<file path="config.mk">
export PLATFORM = sky130hd
export DESIGN_NAME = fwd_round_tf
export DESIGN_NICKNAME = d
export VERILOG_FILES = /design/src/rtl/fwd_round_tf.sv
export SDC_FILE = /design/constraint.sdc
export NUM_CORES = 2
export LEC_CHECK = 0
export CAP_MARGIN = 25
export CORE_MARGIN = 2
export CORE_UTILIZATION = 57
export CTS_CLUSTER_DIAMETER = 80
export DETAILED_ROUTE_END_ITERATION = 12
export PLACE_DENSITY_LB_ADDON = 0.05
export SLEW_MARGIN = 0
export SYNTH_ARGS = -nofsm -noshare
export SYNTH_HDL_FRONTEND = slang
export SYNTH_SLANG_ARGS = --single-unit
export TNS_END_PERCENT = 100
</file>
<file path="constraint.sdc">
create_clock -name clk -period 24.5 [get_ports clk]
set_clock_uncertainty 0.15 [all_clocks]
set_input_delay 2.45 -clock clk [delete_from_list [all_inputs] [get_ports clk]]
set_output_delay 2.45 -clock clk [all_outputs]
set_load 0.005 [all_outputs]
</file>
<file path="src/rtl/fwd_round_tf.sv">
// One forward AES round: four S-box lookups per cycle over SUB (one column per cycle),
// then ShiftRows, optional MixColumns and AddRoundKey in a single MIX cycle.
module fwd_round_tf (
  input  logic         clk,
  input  logic         rst,
  input  logic         start,
  input  logic [127:0] b_i,
  input  logic [127:0] rk_i,
  input  logic         bypass_mc,
  output logic [127:0] b_sr_o,
  output logic [127:0] b_o,
  output logic         done_o,
  output logic         busy_o
);

  typedef enum logic [1:0] {IDLE, SUB, MIX} state_t;

  localparam logic [7:0] INV_EXP = 8'hFE;

  state_t        state;
  logic [1:0]    cnt;
  logic [127:0]  st_r;
  logic [127:0]  key_r;
  logic          byp_r;
  logic [31:0]   col_in;
  logic [31:0]   col_out;
  logic [0:15][7:0] sb;
  logic [0:15][7:0] srb;
  logic [0:15][7:0] mcb;

  function automatic logic [7:0] xtime(input logic [7:0] a);
    return {a[6:0], 1'b0} ^ (a[7] ? 8'h1B : 8'h00);
  endfunction

  function automatic logic [7:0] gf_mul(input logic [7:0] a, input logic [7:0] b);
    logic [7:0] p;
    logic [7:0] x;
    p = 8'h00;
    x = a;
    for (int i = 0; i < 8; i++) begin
      if (b[i]) p = p ^ x;
      x = xtime(x);
    end
    return p;
  endfunction

  // Multiplicative inverse as a^254 (maps 0 to 0), followed by the FIPS-197 affine map.
  function automatic logic [7:0] sbox(input logic [7:0] a);
    logic [7:0] inv;
    inv = 8'h01;
    for (int i = 7; i >= 0; i--) begin
      inv = gf_mul(inv, inv);
      if (INV_EXP[i]) inv = gf_mul(inv, a);
    end
    return inv ^ {inv[6:0], inv[7]} ^ {inv[5:0], inv[7:6]} ^
           {inv[4:0], inv[7:5]} ^ {inv[3:0], inv[7:4]} ^ 8'h63;
  endfunction

  always_comb begin
    col_in = st_r[127:96];
    case (cnt)
      2'd0: col_in = st_r[127:96];
      2'd1: col_in = st_r[95:64];
      2'd2: col_in = st_r[63:32];
      2'd3: col_in = st_r[31:0];
      default: col_in = st_r[127:96];
    endcase
  end

  assign col_out = {sbox(col_in[31:24]), sbox(col_in[23:16]),
                    sbox(col_in[15:8]),  sbox(col_in[7:0])};

  assign sb = st_r;

  // Byte 4c+r sits at row r, column c; ShiftRows pulls row r from column (c+r) mod 4.
  always_comb begin
    srb = '0;
    mcb = '0;
    for (int c = 0; c < 4; c++) begin
      for (int r = 0; r < 4; r++) begin
        srb[4*c+r] = sb[4*((c+r)%4)+r];
      end
    end
    for (int c = 0; c < 4; c++) begin
      logic [7:0] a0, a1, a2, a3;
      a0 = srb[4*c];
      a1 = srb[4*c+1];
      a2 = srb[4*c+2];
      a3 = srb[4*c+3];
      mcb[4*c]   = xtime(a0) ^ xtime(a1) ^ a1 ^ a2 ^ a3;
      mcb[4*c+1] = a0 ^ xtime(a1) ^ xtime(a2) ^ a2 ^ a3;
      mcb[4*c+2] = a0 ^ a1 ^ xtime(a2) ^ xtime(a3) ^ a3;
      mcb[4*c+3] = xtime(a0) ^ a0 ^ a1 ^ a2 ^ xtime(a3);
    end
  end

  always_ff @(posedge clk) begin
    if (rst) begin
      state  <= IDLE;
      cnt    <= 2'd0;
      st_r   <= '0;
      key_r  <= '0;
      byp_r  <= 1'b0;
      b_sr_o <= '0;
      b_o    <= '0;
      done_o <= 1'b0;
    end else begin
      done_o <= 1'b0;
      case (state)
        IDLE: begin
          if (start) begin
            st_r  <= b_i;
            key_r <= rk_i;
            byp_r <= bypass_mc;
            cnt   <= 2'd0;
            state <= SUB;
          end
        end
        SUB: begin
          case (cnt)
            2'd0: st_r[127:96] <= col_out;
            2'd1: st_r[95:64]  <= col_out;
            2'd2: st_r[63:32]  <= col_out;
            2'd3: st_r[31:0]   <= col_out;
            default: st_r[127:96] <= col_out;
          endcase
          cnt <= cnt + 2'd1;
          if (cnt == 2'd3) state <= MIX;
        end
        MIX: begin
          b_sr_o <= srb;
          b_o    <= (byp_r ? srb : mcb) ^ key_r;
          done_o <= 1'b1;
          state  <= IDLE;
        end
        default: state <= IDLE;
      endcase
    end
  end

  assign busy_o = (state != IDLE);

endmodule

</file>
* Word-level counts from Yosys, hierarchy flattened
Index checks and enable logic that the tools add are counted.
** Cells by class
- $add $sub $neg :: 1
- Multipliers :: 0
- Div/mod/pow operators :: 0
- Order comparisons :: 0
- Eq/ne operators :: 10
- Shifts and indexed selects :: 0
- Muxes and demuxes :: 842
- Bitwise gates (word level) :: 857
- Reduce and logical (&&, ||, !) cells :: 11
** Operator list (number)
- 8-bit XOR :: 444
- 8-bit two-way mux :: 420
- 8-bit by 5-bit XOR with 8-bit output :: 380
- 5-bit two-way mux :: 384
- 128-bit two-way mux :: 2
- 128-bit one-hot mux with 2 select lines :: 1
- 32-bit two-way mux :: 4
- 32-bit one-hot mux with 4 select lines :: 1
- 128-bit XOR :: 1
- 7-bit two-way mux :: 4
- 1-bit inverter, first input constant :: 28
- 6-bit two-way mux :: 4
- 4-bit two-way mux :: 4
- 4-bit inverter :: 4
- 2-bit two-way mux :: 7
- 3-bit two-way mux :: 4
- 3-bit AND reduction :: 4
- 2-bit one-hot mux with 2 select lines :: 2
- 2-bit equality test, second input constant :: 3
- 2-bit by 1-bit != test with 1-bit output, second input constant :: 3
- 2-bit AND reduction :: 3
- 1-bit two-way mux :: 5
- 2-bit by 1-bit equality test with 1-bit output, second input constant :: 2
- 2-bit zero test :: 2
- other kinds (3) :: 5
** Storage, ports and cells
- Register bits after elaboration :: 518
- Bits in latches :: 0
- Memory bits (writable) :: 0
- Memory bits (read-only) :: 0
- Input port bits :: 260
- Logic and storage cells :: 1732
- Memories kept :: 0

* Logic depth before layout (Yosys ltp)
- Word-level depth :: 225
- Depth in mapped cells :: 109

* Worst setup path before layout
No wires, ideal clock.
- Path kind :: register to register
- Start point :: reg cnt[0]
- End point :: reg st_r[96], in the netlist sb[96]
- Library setup time :: 0.088 ns
- Arrival time :: 24.727 ns
- Path slack :: -0.465 ns
- Stages on the path, launching flop included :: 101
- Buffers on the path :: 17
- Cell sequence :: dfxtp_1 > inv_1 > ha_1 > buf_4 > buf_2 > buf_1 > a21oi_1 > nand2_1 > nand2_1 > clkinv_1 > clkbuf_1 > clkbuf_1 > clkbuf_1 > buf_1 > ha_1 > buf_1 > nand3_1 > o221ai_1 > (+65 left out) > a32o_1 > or4_4 > xnor3_2 > xnor3_2 > nand2_1 > xnor3_1 > xor2_1 > buf_6 > inv_2 > ha_1 > xnor2_1 > xnor2_1 > nand2_1 > xnor2_1 > xnor3_1 > xnor3_1 > nand2_2 > a311oi_2
** Between the ends
- Cells in the longest elaborated chain, start to end :: 218
** RTL lines
- start: declaration :: line 21 : logic [1:0] cnt;
- start signal: assignment :: line 127 : cnt <= cnt + 2'd1;
- 2-bit equality test, or another cell as far along :: line 61 : case (cnt)
- 32-bit one-hot mux with 4 select lines :: line 61
- 1-bit two-way mux :: line 41 : if (b[i]) p = p ^ x;
- 2-bit two-way mux :: line 41
- 3-bit two-way mux :: line 41
- 4-bit two-way mux :: line 41
- 5-bit two-way mux :: line 41
- 6-bit two-way mux :: line 41
- (+200 left out)
- 8-bit two-way mux :: line 41
- 8-bit XOR :: line 41
- 8-bit two-way mux :: line 41
- 8-bit XOR (3 in series) :: line 55 : return inv ^ {inv[6:0], inv[7]} ^ {inv[5:0], inv[7:6]} ^
- 8-bit XOR :: line 56 : {inv[4:0], inv[7:5]} ^ {inv[3:0], inv[7:4]} ^ 8'h63;
- 4-bit inverter (no line)
- 32-bit two-way mux :: line 120 : case (cnt)
- 128-bit one-hot mux with 2 select lines :: line 109 : case (state)
- end signal: assignment :: line 112 : st_r <= b_i;
- end signal: assignment :: line 121 : 2'd0: st_r[127:96] <= col_out;
- end signal: assignment :: line 125 : default: st_r[127:96] <= col_out;
- end: declaration :: line 22 : logic [127:0] st_r;
Several ways; a longest one is shown, not always the timed one. The select of a mux whose other input is x is not followed.
A chain may end at the register's enable or synchronous reset.

* Final worst setup path
- Start point :: reg cnt[1]
- End point :: reg st_r[38], in the netlist sb[38]
** Between the ends
- Cells in the longest elaborated chain, start to end :: 218
** RTL lines
- 2-bit equality test, or another cell as far along :: line 61
- 32-bit one-hot mux with 4 select lines :: line 61
- 1-bit two-way mux :: line 41
- 2-bit two-way mux :: line 41
- 3-bit two-way mux :: line 41
- 4-bit two-way mux :: line 41
- 5-bit two-way mux :: line 41
- 6-bit two-way mux :: line 41
- (+200 left out)
- 8-bit two-way mux :: line 41
- 8-bit XOR :: line 41
- 8-bit two-way mux :: line 41
- 8-bit XOR (3 in series) :: line 55
- 8-bit XOR :: line 56
- 4-bit inverter (no line)
- 32-bit two-way mux :: line 120
- 128-bit one-hot mux with 2 select lines :: line 109
- end signal: assignment :: line 112
- end signal: assignment :: line 123 : 2'd2: st_r[63:32] <= col_out;
Several ways; a longest one is shown, not always the timed one. The select of a mux whose other input is x is not followed.

==> impl_metrics.env <==
export IMPL_status="completed"
export IMPL_period_share_pct=96.11
export IMPL_wl_mm=320.1
export IMPL_grt_use_total_pct=41.22
export IMPL_startpoint_type="register"
export IMPL_yosys_warnings=0
export IMPL_crit_required_ns=25.00
export IMPL_ys_seq_area_share_pct=12.52
export IMPL_critPathLaunch="cnt[1]"
export IMPL_htree_levels=2
export IMPL_clock_sinks=518
export IMPL_fmax_mhz=42.47
export IMPL_grt_ovfl_total=0
export IMPL_async_reset_ff_share_pct=0
export IMPL_portBuffers=517
export IMPL_cp_arrival_ns=24.05
export IMPL_synth_seq_cells=518
export IMPL_drt_pass1_iter_count=8
export IMPL_dp_slack_ns=-0.5918
export IMPL_grt_max_degree=223
export IMPL_drv_slew=0
export IMPL_synth_xor_area_share_pct=42.29
export IMPL_ys_types=144
export IMPL_cts_reportedPaths_clkPinSlew_ns=0.06
export IMPL_final_nets=11180
export IMPL_synth_top_family_by_area="XOR/XNOR gates"
export IMPL_fp_row_count=139
export IMPL_netlist_area_um2=82850
export IMPL_clockBufferDepth=3
export IMPL_min_delay_path_class="reg -> reg"
export IMPL_cpMostUsedCell="xnor3_1"
export IMPL_max_stage_delay_ns=0.53
export IMPL_crit_fanout=12
export IMPL_slew_headroom_pct=17.16
export IMPL_cts_root_buf="clkbuf_16"
export IMPL_die_area_um2=148400
export IMPL_endpoint="sb[38]"
export IMPL_synth_area_mux_share_pct=3.806
export IMPL_finalSetupViolCount=0
export IMPL_via_per_inst=6.233
export IMPL_die_w_um=385.2
export IMPL_clkLatencyLatePin_ns=0.75
export IMPL_die_height_um=385.2
export IMPL_reg2reg_to="sb[38]"
export IMPL_core_area_um2=144000
export IMPL_syn_nets=10850
export IMPL_cts_made_buffers=60
export IMPL_setup_slack_ns=0.9526
export IMPL_crit_path_top_delay_cell="xor3_1"
export IMPL_grt_pass1_wl_mm=473.2
export IMPL_maxCapViolCount=0
export IMPL_layout_drive_gt1_share_pct=12.59
export IMPL_postRouteAntennaNets=0
export IMPL_via_count=80120
export IMPL_syn_avg_cell_area_um2=7.851
export IMPL_final_core_util_pct=65.76
export IMPL_drcViolationCount=0
export IMPL_start_util_pct=57.53
export IMPL_synth_edf_count=0
export IMPL_n_fill_cell=12490
export IMPL_cp_end_kind="register"
export IMPL_hpwlAfterDp_mm=240.7
export IMPL_wl_per_cell_um=24.90
export IMPL_r2r_slack_ns=0.95
export IMPL_grt_pass1_vias=74290
export IMPL_synthSimpleGateAreaFrac_pct=18.83
export IMPL_ys_flop_type="dfxtp_1"
export IMPL_fin_crit_ns=23.55
export IMPL_area_delta_synth_final_pct=14.31
export IMPL_tightest_slew_ns=1.230
export IMPL_drt_iter0_markers=9744
export IMPL_gp_congestion=1.025
export IMPL_cts_tree="done"
export IMPL_antenna_found_initial=34
export IMPL_rsz0062_at_grt="true"
export IMPL_syn_inst=10550
export IMPL_synth_adder_area_share_pct=0.4984
export IMPL_finalHoldViolations=0
export IMPL_r2r_start="cnt[1]"
export IMPL_synth_compound_area_share_pct=17.13
export IMPL_r2r_cells=87
export IMPL_ios=518
export IMPL_worstSetupPathType="reg -> reg"
export IMPL_postCtsHoldBufs=0
cell usage after synthesis (all sizes together) (13+ instances only):
cell type	n	share of area [%]
a211o	28	0.30
a211oi	91	0.91
a21boi	23	0.22
a21o	26	0.24
a21oi	699	4.3
a221oi	23	0.30
a222oi	35	0.42
a22o	19	0.20
a22oi	94	0.90
a2bb2oi	21	0.24
a311oi	134	1.6
a31oi	52	0.44
a32oi	25	0.27
and2	60	0.46
and3	52	0.40
buf	288	1.9
clkbuf	551	2.5
dfxtp	518	13
ha	33	0.50
inv	109	0.50
mux2	64	0.88
mux2i	240	2.9
nand2	1663	7.6
nand2b	85	0.65
nand3	168	1.0
nand4	32	0.24
nor2	1216	5.6
nor2b	23	0.17
nor3	225	1.4
nor4	23	0.21
o211a	23	0.28
o211ai	55	0.51
o21a	36	0.33
o21ai	421	2.6
o221ai	37	0.42
o22ai	103	0.82
o2bb2ai	14	0.15
o32ai	13	0.16
or2	30	0.23
or3	41	0.32
xnor2	1880	22
xnor3	428	12
xor2	598	6.9
xor3	67	1.9
repair_timing:
item,in CTS,in global routing
setup endpoints to repair,66,128
hold endpoints to repair,0,0
pin swaps,5,24
gates resized for setup,11,138
setup buffers,5,47
logic make-up after synthesis:
logic type / count (synthesis)
mux: 304
buf+inv: 952
fa+ha+maj: 33
xor+xnor: 2973
flops: 518
simple gates: 3670
compound gates: 2103
worst min-delay path by stage:
| stage | from | endpoint | cells past startpoint |
|---|---|---|---|
| 4_1_cts | b_sr_o[93] | b_sr_o[93] | 2 |
| 6_report | b_sr_o[39] | b_sr_o[39] | 2 |
| 5_1_grt | b_sr_o[125] | b_sr_o[125] | 2 |
| 3_3_place_gp | b_o[31] | b_o[31] | 2 |
| 2_1_floorplan | key_r[109] | key_r[109] | 2 |
| 3_5_place_dp | b_sr_o[93] | b_sr_o[93] | 2 |
final cells by class:
type	instances	area, um2	area share, %
Antenna cell	19	47.55	0.05021
Timing Repair Buffer	1107	9724	10.27
Inverter	113	429.2	0.4532
Tap cell	1903	2381	2.514
Clock inverter	25	424.2	0.4479
Multi-Input combinational cell	9083	69630	73.53
Sequential cell	518	10370	10.95
Clock buffer	86	1689	1.784
flip-flops by register name, indices dropped and copies added (netlist names):
signal	cells
cnt	2
b_sr_o	128
key_r	128
done_o	1
state	2
byp_r	1
b_o	128
sb	128
worst max-delay path: cells and delay by family (launching register included):
| kind | cells | cell delay [ns] |
|---|---|---|
| XOR/XNOR | 37 | 12.18 |
| AND/OR/NAND/NOR | 15 | 3.03 |
| AO/OA/AOI/OAI | 10 | 2.61 |
| buffers and inverters | 15 | 2.23 |
| adder cells (fa/ha/maj) | 6 | 2.07 |
| multiplexers | 4 | 0.77 |
| flip-flops | 1 | 0.39 |
routing by layer:
metal | up-vias | wire (um) | GRT usage (%) | share of wire, %
li1 | 36590 | - | - | -
met1 | 38140 | 125000 | 53.90 | 39
met2 | 4496 | 139500 | 63.61 | 44
met3 | 862 | 37970 | 10.32 | 12
met4 | 30 | 17390 | 19.38 | 5.4
met5 | - | 205 | 0 | 0.064
stage by stage:
stage	setup TNS (ns)	cells	cell area [um2]	hold slack [ns]
global route	-1.045	12850	94690	0.3196
finish	0	12850	94700	0.3043
CTS	0	12780	93350	0.3051
detailed placement	-16.23	12670	91120	0.2966
floorplan	0	10550	82880	0.2981
global placement	-1.032	12660	91060	0.2883
placed cells by master (no fill, tap or decap), types with 52 or more instances in the layout:
master	instances
a311oi_1	103
xor2_1	523
nand2_1	1648
xnor2_2	185
mux2i_1	223
nand2b_1	81
xor3_1	62
nand3_1	168
mux2_2	55
nor2_1	1194
a211oi_1	79
a21oi_1	681
dfxtp_1	517
o211ai_1	53
a22oi_1	84
xnor2_1	1657
o22ai_1	96
nor3_1	208
buf_4	575
inv_1	85
xor2_2	65
xnor3_1	375
clkbuf_16	60
o21ai_1	62
o21ai_0	349
xnor3_2	52
clkdlybuf4s50_1	516
Power is left out: the tool's default activity adds up to more than one toggle a clock period on the data nets, which glitch-free logic cannot reach.
